--- config.mk ---
export PLATFORM = sky130hd
export DESIGN_NAME = line_tracker
export DESIGN_NICKNAME = d
export VERILOG_FILES = /design/src/rtl/line_tracker_pkg.sv /design/src/rtl/sensor_filter.sv /design/src/rtl/line_tracker.sv
export SDC_FILE = /design/constraint.sdc
export NUM_CORES = 1
export LEC_CHECK = 0
export CAP_MARGIN = 20
export CORE_UTILIZATION = 55
export CTS_BUF_LIST = sky130_fd_sc_hd__clkbuf_8
export DETAILED_ROUTE_END_ITERATION = 10
export PLACE_DENSITY = 0.77
export REMOVE_ABC_BUFFERS = 1
export SLEW_MARGIN = 10
export SYNTH_ARGS = -nofsm -noshare
export SYNTH_HDL_FRONTEND = slang
export SYNTH_SLANG_ARGS = --single-unit
--- constraint.sdc ---
create_clock -name clk -period 2.55 [get_ports clk]
set_input_delay 0.765 -clock clk [delete_from_list [all_inputs] [get_ports clk]]
set_output_delay 0.765 -clock clk [all_outputs]
set_load 0.05 [all_outputs]
--- src/rtl/line_tracker_pkg.sv ---
// Shared direction codes, tracker state encoding and the accepted-pattern map.
package line_tracker_pkg;

  // Action codes in dirControl[3:2]
  localparam logic [1:0] DC_PROCEED    = 2'b00;
  localparam logic [1:0] DC_TURN_LEFT  = 2'b01;
  localparam logic [1:0] DC_TURN_RIGHT = 2'b10;
  // DC_STOP is both the stop action and the stop severity (same encoding).
  localparam logic [1:0] DC_STOP       = 2'b11;
  // Severity codes in dirControl[1:0]
  localparam logic [1:0] DC_NONE       = 2'b00;
  localparam logic [1:0] DC_VEER       = 2'b01;
  localparam logic [1:0] DC_HARD       = 2'b10;

  typedef enum logic [1:0] {
    TRACK    = 2'd0,
    JUNCTION = 2'd1,
    LOST     = 2'd2
  } trackState_t;

  typedef struct packed {
    logic       hit;
    logic [3:0] code;
  } mapResult_t;

  function automatic mapResult_t mapPattern(input logic [4:0] pattern);
    mapResult_t r;
    r.hit  = 1'b1;
    r.code = {DC_STOP, DC_STOP};
    case (pattern)
      5'b00100:          r.code = {DC_PROCEED,    DC_NONE};
      5'b01100, 5'b01000: r.code = {DC_TURN_LEFT,  DC_VEER};
      5'b00110, 5'b00010: r.code = {DC_TURN_RIGHT, DC_VEER};
      5'b10000, 5'b11000: r.code = {DC_TURN_LEFT,  DC_HARD};
      5'b00001, 5'b00011: r.code = {DC_TURN_RIGHT, DC_HARD};
      5'b11100, 5'b11110: r.code = {DC_TURN_LEFT,  DC_STOP};
      5'b00111, 5'b01111: r.code = {DC_TURN_RIGHT, DC_STOP};
      5'b11111:          r.code = {DC_STOP,       DC_STOP};
      default:           r.hit  = 1'b0;
    endcase
    return r;
  endfunction

endpackage

--- src/rtl/sensor_filter.sv ---
// Sensor synchronizer, sample-strobe divider and STABLE_N debounce filter.
// accepted_valid is combinational during the strobe cycle; a held pattern re-accepts every strobe.
module sensor_filter
  import line_tracker_pkg::*;
#(
  parameter int SAMPLE_DIV = 50_000,
  parameter int STABLE_N   = 3
) (
  input  logic       clk,
  input  logic       rst_n,
  input  logic [4:0] sensor,
  output logic       accepted_valid,
  output logic [4:0] accepted_pattern
);

  localparam int DIV_W = $clog2(SAMPLE_DIV);

  logic [4:0]       syncA;
  logic [4:0]       syncB;
  logic [4:0]       lastSample;
  logic [DIV_W-1:0] divCnt;
  logic [3:0]       matchCnt;
  logic             strobe;
  logic             same;
  logic [3:0]       nextMatch;

  assign strobe    = (divCnt == DIV_W'(SAMPLE_DIV - 1));
  // matchCnt == 0 means no history yet, so the first sample never counts as a repeat.
  assign same      = (matchCnt != 4'd0) && (syncB == lastSample);
  assign nextMatch = !same ? 4'd1 : ((matchCnt == 4'd15) ? 4'd15 : matchCnt + 4'd1);

  assign accepted_valid   = strobe && (nextMatch >= 4'(STABLE_N));
  assign accepted_pattern = syncB;

  always_ff @(posedge clk or negedge rst_n) begin
    if (!rst_n) begin
      syncA      <= '0;
      syncB      <= '0;
      lastSample <= '0;
      divCnt     <= '0;
      matchCnt   <= '0;
    end else begin
      syncA <= sensor;
      syncB <= syncA;
      if (strobe) begin
        divCnt     <= '0;
        lastSample <= syncB;
        matchCnt   <= nextMatch;
      end else begin
        divCnt <= divCnt + 1'b1;
      end
    end
  end

endmodule

--- src/rtl/line_tracker.sv ---
// Line-following tracker: maps debounced sensor patterns to direction codes and runs TRACK/JUNCTION/LOST.
// Define LOST_SEARCH_EN to steer toward the last seen side while LOST; otherwise LOST outputs the stop code.
module line_tracker
  import line_tracker_pkg::*;
#(
  parameter int SAMPLE_DIV = 50_000,
  parameter int STABLE_N   = 3
) (
  input  logic       clk,
  input  logic       rst_n,
  input  logic [4:0] sensor,
  output logic [3:0] dirControl,
  output logic       junction,
  output logic [7:0] jncCount,
  output logic       lost
);

`ifdef LOST_SEARCH_EN
  localparam bit LOST_SEARCH = 1'b1;
`else
  localparam bit LOST_SEARCH = 1'b0;
`endif

  logic        acceptedValid;
  logic [4:0]  acceptedPattern;
  trackState_t state;
  logic        lastSide;  // 0 = left, 1 = right
  mapResult_t  mapped;
  logic [3:0]  lostCode;

  sensor_filter #(
    .SAMPLE_DIV(SAMPLE_DIV),
    .STABLE_N  (STABLE_N)
  ) u_filter (
    .clk             (clk),
    .rst_n           (rst_n),
    .sensor          (sensor),
    .accepted_valid  (acceptedValid),
    .accepted_pattern(acceptedPattern)
  );

  assign mapped   = mapPattern(acceptedPattern);
  assign lostCode = !LOST_SEARCH ? {DC_STOP, DC_STOP} :
                    (lastSide ? {DC_TURN_RIGHT, DC_HARD} : {DC_TURN_LEFT, DC_HARD});

  always_ff @(posedge clk or negedge rst_n) begin
    if (!rst_n) begin
      state      <= TRACK;
      dirControl <= {DC_STOP, DC_STOP};
      junction   <= 1'b0;
      jncCount   <= '0;
      lost       <= 1'b0;
      lastSide   <= 1'b0;
    end else begin
      junction <= 1'b0;
      if (acceptedValid) begin
        if (acceptedPattern == 5'b00000) begin
          state      <= LOST;
          lost       <= 1'b1;
          dirControl <= lostCode;
        end else if (acceptedPattern == 5'b11111) begin
          // Only a fresh entry counts; holding 11111 re-accepts every strobe.
          if (state != JUNCTION) begin
            junction <= 1'b1;
            jncCount <= jncCount + 8'd1;
          end
          state      <= JUNCTION;
          lost       <= 1'b0;
          dirControl <= mapped.code;
        end else begin
          state <= TRACK;
          lost  <= 1'b0;
          if (mapped.hit) begin
            dirControl <= mapped.code;
            if (mapped.code[3:2] == DC_TURN_LEFT)
              lastSide <= 1'b0;
            else if (mapped.code[3:2] == DC_TURN_RIGHT)
              lastSide <= 1'b1;
          end
        end
      end
    end
  end

endmodule
# == After elaboration in Yosys (flattened, before gate mapping) ==
# Index checks and enable logic that the tools add are counted.
# word_totals
ff_bits,51
in_bits,7
output_inout_bits,14
word_cells,62
# classes
add_sub_neg,3
n_lt_le_gt_ge,1
eq_ne,18
mux,15
bitwise,1
n_reduce_logical,14
# ops
op,n
$pmux W4 S7,1
$eq A5 B5 Y1 const B,5
$mux W4,5
$add A16 B1 Y16 const B,1
$eq A16 B16 Y1 const B,1
$mux W16,1
$eq A5 B3 Y1 const B,3
$eq A5 B4 Y1 const B,3
$reduce_or A14 Y1,1
$reduce_or A2 Y1,6
$eq A5 B2 Y1 const B,2
$add A8 B1 Y8 const B,1
$mux W1,7
$eq A5 B1 Y1 const B,1
$eq A5 B5 Y1,1
$logic_not A5 Y1,1
$add A4 B1 Y4 const B,1
$eq A4 B4 Y1 const B,1
$ge A4 B2 Y1 const B,1
$reduce_and A4 Y1,1
$reduce_bool A4 Y1,1
$reduce_bool A3 Y1,1
$logic_and A1 B1 Y1,2
$mux W2,1
other kinds (3),3

# == Depth between registers and ports, before layout ==
# Gate-level depths: netlist (run 1).
# logic_depth
ltp_word,6
depth_mapped,8

# == Modules after synthesis ==
# A second synthesis (run 1) with hierarchy kept.
# hier_totals
hier_cells,206
hier_area_um2,2348.5
# by_module_without_submodules
module,n_inst,cells_per_inst,area_each_um2,seq_area_each_um2
sensor_filter,1,134,1549.0,875.8
line_tracker,1,72,799.5,380.4

# == Worst setup path after synthesis (run 1) ==
# OpenSTA, ideal clock, no wires.
# synth_path
path_type,register to register
start,reg u_filter.matchCnt[0]
end,reg jncCount[1]
setup_ps,125
arrival_time_ps,1964
required_ps,2425
path_slack_ps,461
path_stages_with_launch,8
path_buffers,0
period_less_slack_ps,2089
path_cell_list,dfrtp_1 inv_1 ha_1 nor3b_1 nor4_2 nand4_1 nor2_1 mux2_2
# synth_via
elab_chain_cells,6
elab_cells_between_ends,9
cone_classes,1 x add/sub; 1 x order compare; 1 x eq/ne; 2 x mux; 4 x reduce/logical
# synth_rtl
item,line,source
from (decl),sensor_filter.sv:22,logic [3:0] matchCnt;
from (signal assigned),sensor_filter.sv:48,matchCnt <= nextMatch;
"$add A4 B1 Y4, or another cell as far along",sensor_filter.sv:30,assign nextMatch = !same ? 4'd1 : ((matchCnt == 4'd15) ? 4'd15 : matchCnt + 4'd1);
$mux W4 or $logic_and A1 B1 Y1 (tied branches),"sensor_filter.sv:30, sensor_filter.sv:29",
$mux W4 (*),sensor_filter.sv:30,
$ge A4 B2 Y1 (*),sensor_filter.sv:32,assign accepted_valid = strobe && (nextMatch >= 4'(STABLE_N));
$logic_and A1 B1 Y1 (*),sensor_filter.sv:32,
$reduce_and A4 Y1 (no line) (*),n/a,
to (signal assigned),line_tracker.sv:65,jncCount <= jncCount + 8'd1;
to (decl),line_tracker.sv:14,"output logic [7:0] jncCount,"
# Mark *: on every way between the ends. The rest lies on a longest branch, timed or not.
# A chain may end at the register's enable or synchronous reset.

# == Worst setup path in the final report (run 1) ==
# layout_path
start,reg dirControl[2]
end,out dirControl[2]
# layout_lines
item,line,source
from (decl),line_tracker.sv:12,"output logic [3:0] dirControl,"
from (signal assigned),line_tracker.sv:49,"dirControl <= {DC_STOP, DC_STOP};"
from (signal assigned),line_tracker.sv:60,dirControl <= lostCode;
from (signal assigned),line_tracker.sv:69,dirControl <= mapped.code;
# No word-level cell between the ends.

==> reports/metrics.yaml, run 1 <==
grt:
  grt_remaining_overflow: 0
  grt_pass1_wl_um: 6817
  grtUsageTotal_pct: 20.64
  grt_pass1_vias: 1505
  antenna_found_initial: 0
  grt_max_degree: 25
clocking:
  cts_buffers: 5
  cts_resized: 0
  post_cts_buffers: 0
  clk-insertion-delay-late_ns: 0.30
  cts_sinks: 50
  htree_levels: 2
  clk_pin_slew_ns: 0.09
  holdBufCountCts: 0
  clk_path_buf_depth: 2
  cts_tree: "built"
  cts_root_buf: "clkbuf_8"
timing:
  fin_tns_setup_ns: 0
  tightest_slew_ns: 0.5379
  fin_ws_ns: 0.1466
  period_share_pct: 94.25
  drv_slew: 0
  slew_headroom_pct: 63.90
  hold_viol: 0
  post-route-min-period_ns: 2.403
  max_freq_ghz: 0.4161
  rsz0062_at_grt: "no"
  setup_viol: 0
  fin_worst_skew_ns: 0.008865
logic_synthesis:
  synth.avg_cell_area_um2: 10.89
  synth_area_leaders: "dfrtp_1 49%, xor2_1 6.0%, dfstp_2 4.5%, xnor2_1 3.4%, nor2_1 2.9%"
  synth_enable_flop_cells: 0
  synthCells: 216
  ys_seq_elements: 50
  yosysTopAreaCellShare_pct: 48.94
  synth_area_mm2: 0.002352
  yosysSeqAreaShare_pct: 53.40
  muxShareOfSynthArea_pct: 5.213
  synth_top_family_by_area: "simple AND/OR/NAND/NOR gates"
  synth_compound_area_share_pct: 7.021
  ys_types: 43
  synth_top_area_cell: "dfrtp_1"
  async_flop_share_pct: 100.0
  synthAdderAreaFrac_pct: 2.128
  synth-simple-area-share_pct: 19.36
  synth_xor_area_share_pct: 9.309
  synth_ff_type: "dfrtp_1"
  ys.warnings.count: 0
routing:
  drtAntennaViolNets: 0
  drt_wl_total_um: 4039
  wl_per_cell_um: 13.78
  viasPerCell: 5.471
  drt_iter0_markers: 81
  dr.pass1.iters: 4
  drcViolationCount: 0
  vias: 1603
status:
  status: "finished, final reports clean"
die:
  initial_utilization_pct: 57.97
  dieArea_mm2: 0.004542
  ios: 21
  core_area_mm2: 0.004058
  die_w_um: 67.40
  fp-row-count: 23
  die_h_um: 67.40
final_layout:
  area.growth.synth_to_final_pct: 15.59
  drive_gt1_share_pct: 13.99
  diodes: 0
  fillers: 306
  finalNetCount: 253
worst_setup_path:
  critPathKind: "reg -> out"
  critPathMaxFanout: 2
  cpLargestDelayFamily: "buffers and inverters"
  cp.buffers_inverters: 1
  crit_slowest_cell: "clkdlybuf4s50_1"
  cp-start-kind: "flip-flop"
  cp_data_required_time_ns: 1.79
  critPathCaptureType: "output pin"
  crit_chain: "clkdlybuf4s50_1"
  cp.arrival_ns: 1.64
  slowest_delay_ns: 0.79
power:
  powerDensity_mw_per_mm2: 496.2
  ir_worst_vdd_mv: 0.4363
  p_leak_nw: 1.224
placed_design:
  hpwl_um: 3017
  io_buffers: 20
  place_ws_ns: 0.3144
  gp_congestion: 0.8239
hold_path:
  hp-class: "reg -> reg"
run:
  maxCapViolCount: 0
-- Yosys cell counts, types with 3 or more instances --
| cell | n |
|---|---|
| nor2_1 | 18 |
| nor3b_1 | 3 |
| a21oi_1 | 9 |
| nor3_1 | 8 |
| dfrtp_1 | 46 |
| dfstp_2 | 4 |
| nand4_1 | 3 |
| mux2_2 | 6 |
| nor4bb_1 | 3 |
| mux2_4 | 3 |
| ha_1 | 4 |
| nor4_1 | 3 |
| o21ai_0 | 6 |
| nand3_1 | 12 |
| and3_1 | 4 |
| xnor2_1 | 9 |
| xor2_1 | 16 |
| inv_1 | 9 |
| clkbuf_1 | 6 |
| nand2_1 | 14 |
-- stage by stage --
step | total power, mW | std cells | util [%] | cell area [µm²] | hold slack (ns)
finish | 1.349 | 293 | 67.01 | 2719 | 0.3552
global route | 1.400 | 293 | 67.01 | 2719 | 0.3650
CTS | 1.363 | 293 | 67.01 | 2719 | 0.3563
detailed placement | 0.8807 | 285 | 64.57 | 2620 | 0.3347
global placement | 0.8798 | 285 | 64.57 | 2620 | 0.3325
floorplan | 0.8428 | 207 | - | 2302 | 0.3312
-- power by group --
part,switching (mW),internal [mW],leakage [nW]
logic,0.0340,0.0226,0.530
clock network,0.261,0.223,0.0478
registers,0.00727,0.800,0.646
total,0.303,1.05,1.22
-- state kept, by name, summed over array words and instances (netlist names) --
name	count
lost	1
jncCount	8
u_filter.divCnt	16
dirControl	4
state	1
u_filter.lastSample	5
u_filter.syncA	5
junction	1
u_filter.matchCnt	4
u_filter.accepted_pattern	5
-- final cells by class --
type                            count  area (µm²)  area share [%]
Sequential cell                    50        1256           46.20
Multi-Input combinational cell    148        1012           37.23
Timing Repair Buffer               28       255.2           9.388
Clock buffer                        6       82.58           3.037
Tap cell                           50       62.56           2.301
Inverter                            9       33.78           1.243
Clock inverter                      2       16.27          0.5983
-- layout by cell type (no fill, tap or decap), drive strengths merged, types with 5 or more instances in the layout --
cell,netlist,final
dfrtp,46,46
clkdlybuf4s50,0,19
nor2,18,18
xor2,16,16
nand2,14,14
nand3,12,12
inv,9,10
xnor2,9,9
a21oi,9,9
buf,3,9
mux2,9,9
nor3,8,8
o21ai,7,7
clkbuf,6,6
and3,5,5
-- cell families after synthesis --
| family | after synthesis |
|---|---|
| adder cells (fa/ha/maj) | 4 |
| XOR/XNOR | 25 |
| multiplexers | 10 |
| AO/OA/AOI/OAI | 26 |
| buffers and inverters | 18 |
| AND/OR/NAND/NOR | 83 |
| flip-flops | 50 |
-- metal layers --
metal / global-route usage, % / vias up / part of all wire, %
met2: 30.88 / 23 / 45
met3: 6.588 / 4 / 3.3
met5: 0 / - / 0
met4: 6.649 / 0 / 1.0
met1: 28.38 / 777 / 51
li1: - / 799 / -
-- worst paths after layout --
path / from / end / slack, ns / cells after the start
hold reg to reg: u_filter.syncA[2] / u_filter.accepted_pattern[2] / 0.36 / 0
setup reg to reg: u_filter.matchCnt[0] / jncCount[1] / 0.29 / 7
max in group asynchronous: rst_n / u_filter.divCnt[4] / 1.54 / 2
min in group asynchronous: rst_n / u_filter.divCnt[15] / 0.42 / 1
hold / removal: u_filter.syncA[2] / u_filter.accepted_pattern[2] / 0.36 / 0
setup / recovery: dirControl[2] / dirControl[2] / 0.15 / 1
(Power assumes the default switching activity.)
==> inputs of run 2 (changes only) <==
--- a/config.mk
+++ b/config.mk
@@ -14,4 +14,5 @@
 export SLEW_MARGIN = 10
 export SYNTH_ARGS = -nofsm -noshare
 export SYNTH_HDL_FRONTEND = slang
+export SYNTH_HIERARCHICAL = 1
 export SYNTH_SLANG_ARGS = --single-unit
==> reports/metrics.yaml, run 2 <==
status:
  status: "finished, final reports clean"
power:
  ir_worst_vdd_mv: 0.4301
  p_leak_nw: 1.277
  powerDensity_mw_per_mm2: 540.8
timing:
  fin_worst_skew_ns: 0.004658
  fin_tns_setup_ns: 0
  hold_viol: 0
  setup_viol: 0
  period_share_pct: 95.03
  rsz0062_at_grt: "no"
  max_freq_ghz: 0.4126
  fin_ws_ns: 0.1266
  tightest_slew_ns: 0.5557
  post-route-min-period_ns: 2.423
  drv_slew: 0
  slew_headroom_pct: 62.95
hold_path:
  hp-class: "reg -> reg"
die:
  core_area_mm2: 0.004058
  die_w_um: 67.35
  die_h_um: 67.35
  ios: 21
  dieArea_mm2: 0.004535
  fp-row-count: 23
  initial_utilization_pct: 57.88
final_layout:
  area.sequential_mm2: 0.001256
  reg_top3: "u_filter/divCnt: 16 flops, jncCount: 8 flops"
  area.growth.synth_to_final_pct: 21.15
  multi_input_area_mm2: 0.001056
  drive_gt1_share_pct: 15.98
  fillers: 285
  final_cell_mix: "46 x dfrtp_1, 20 x nor2_1, 19 x clkdlybuf4s50_1"
  finalNetCount: 254
  final_common_cell: "dfrtp_1"
  regMostFlops: "u_filter/divCnt"
  largest_reg_flops: 16
  diodes: 0
logic_synthesis:
  synth_enable_flop_cells: 0
  synthCells: 206
  synth_area_mm2: 0.002349
  async_flop_share_pct: 100.0
  synth_top_area_cell: "dfrtp_1"
  yosysSeqAreaShare_pct: 53.49
  ys_top_cells_by_count: "46 x dfrtp_1, 20 x nor2_1, 13 x xnor2_1, 12 x nand3_1, 12 x xor2_1"
  synth.most_common_cell: "dfrtp_1"
  synth_area_leaders: "dfrtp_1 49%, xnor2_1 4.8%, dfstp_2 4.5%, xor2_1 4.5%, nor2_1 3.2%"
  ys_seq_elements: 50
  yosysTopAreaCellShare_pct: 49.01
  ys_types: 48
  synth_ff_type: "dfrtp_1"
  synth.avg_cell_area_um2: 11.40
  ys.warnings.count: 6
worst_setup_path:
  cp_data_required_time_ns: 2.74
  crit_chain: "or4b_2, nor4_1, and3_2, nor4b_4, buf_4, mux2_2"
  critPathCaptureType: "flip-flop"
  cp-start-kind: "flip-flop"
  cp.buffers_inverters: 1
  cp.arrival_ns: 2.61
  critPathKind: "reg -> reg"
  crit_slowest_cell: "or4b_2"
  slowest_delay_ns: 0.68
  cpLargestDelayFamily: "simple AND/OR/NAND/NOR gates"
  critPathMaxFanout: 9
placed_design:
  hpwl_um: 3092
  io_buffers: 20
  place_ws_ns: 0.1142
  gp_congestion: 0.7972
clocking:
  cts_root_buf: "clkbuf_8"
  cts_sinks: 50
  htree_levels: 2
  cts_buffers: 5
  clk_path_buf_depth: 2
  clk_pin_slew_ns: 0.09
  cts_tree: "built"
  clk-insertion-delay-late_ns: 0.30
routing:
  drt_wl_total_um: 4313
  drcViolationCount: 0
  vias: 1709
  dr.pass1.iters: 5
  drt_iter0_markers: 131
  viasPerCell: 5.813
  drtAntennaViolNets: 0
  wl_per_cell_um: 14.67
grt:
  grt_remaining_overflow: 0
  grtUsageTotal_pct: 21.75
  grt_pass1_vias: 1602
  antenna_found_initial: 0
  grt_pass1_wl_um: 7272
  grt_max_degree: 28
run:
  maxCapViolCount: 0
==> run 2: cell types whose count changed after synthesis, moves of 5 or more <==
cell	change
clkbuf_1	-6
nand2_1	-6
mux2_1	+5
inv_1	-5
nor3_1	-6
==> run 2: area by class of cell <==
| class | count | area share [%] |
|---|---|---|
| Multi-Input combinational cell | 148 | 37.12 |
| Sequential cell | 50 | 44.15 |
| Clock inverter | 2 | 2.111 |
| Clock buffer | 6 | 2.902 |
| Tap cell | 50 | 2.199 |
| Inverter | 4 | 0.5277 |
| Timing Repair Buffer | 34 | 10.99 |
==> run 2: logic make-up (layout without fill, tap and decap cells) <==
logic type,Yosys count,after routing,synth area share [%]
simple gates,86,86,22.11
flops,50,50,53.49
xor+xnor,25,25,9.323
compound gates,23,23,6.287
mux,10,10,4.795
buf+inv,8,46,1.865
fa+ha+maj,4,4,2.131
==> run 2: worst register-to-register path, stage by stage (launching register included) <==
cell	delay (ns)
dfrtp_1	0.38
or4b_2	0.68
nor4_1	0.27
and3_2	0.26
nor4b_4	0.19
buf_4	0.20
mux2_2	0.33
==> run 2: through the flow <==
step / std cells / util (%) / hold WS, ns / instance area [µm²] / power [mW]
after floorplan: 202 / - / 0.3312 / 2320 / 0.8428
after CTS: 294 / 69.94 / 0.3570 / 2838 / 1.559
after global placement: 286 / 66.42 / 0.3333 / 2695 / 0.8804
after global routing: 294 / 70.12 / 0.3694 / 2845 / 1.594
after detailed placement: 286 / 66.42 / 0.3363 / 2695 / 0.8823
final: 294 / 70.12 / 0.3547 / 2845 / 1.539
==> run 2: what timing repair did <==
item,CTS,global route
hold buffers,0,0
setup buffers,0,0
endpoints found under the setup margin,0,8
gates resized for setup,0,2
==> run 2: path summary, 6_finish.rpt <==
kind | start | endpoint | slack [ns] | cells past startpoint
hold reg to reg | u_filter/syncA[1] | u_filter/accepted_pattern[1] | 0.35 | 0
max in group asynchronous | rst_n | dirControl[1] | 1.50 | 2
setup reg to reg | u_filter/divCnt[7] | jncCount[1] | 0.13 | 6
hold / removal | u_filter/syncA[1] | u_filter/accepted_pattern[1] | 0.35 | 0
min in group asynchronous | rst_n | u_filter/matchCnt[2] | 0.45 | 1
setup / recovery | u_filter/divCnt[7] | jncCount[1] | 0.13 | 6
==> run 2: where the power goes <==
part / switching (mW) / total, mW / internal (mW)
clock network: 0.255 / 0.673 / 0.418
registers: 0.00796 / 0.808 / 0.800
logic: 0.0348 / 0.0577 / 0.0228
total: 0.297 / 1.54 / 1.24
==> run 2: layer usage <==
| metal | global-route usage, % | share of wire (%) |
|---|---|---|
| met3 | 5.574 | 4.6 |
| met5 | 0 | 0 |
| met1 | 29.03 | 47 |
| met2 | 34.50 | 48 |
| met4 | 7.181 | 0.97 |
==> inputs of run 3 (changes only) <==
--- a/config.mk
+++ b/config.mk
@@ -11,6 +11,7 @@
 export DETAILED_ROUTE_END_ITERATION = 10
 export PLACE_DENSITY = 0.77
 export REMOVE_ABC_BUFFERS = 1
+export SKIP_CTS_REPAIR_TIMING = 1
 export SLEW_MARGIN = 10
 export SYNTH_ARGS = -nofsm -noshare
 export SYNTH_HDL_FRONTEND = slang
==> results of run 3 <==
The final DEF is identical to that of run 2; final timing and power are the same.
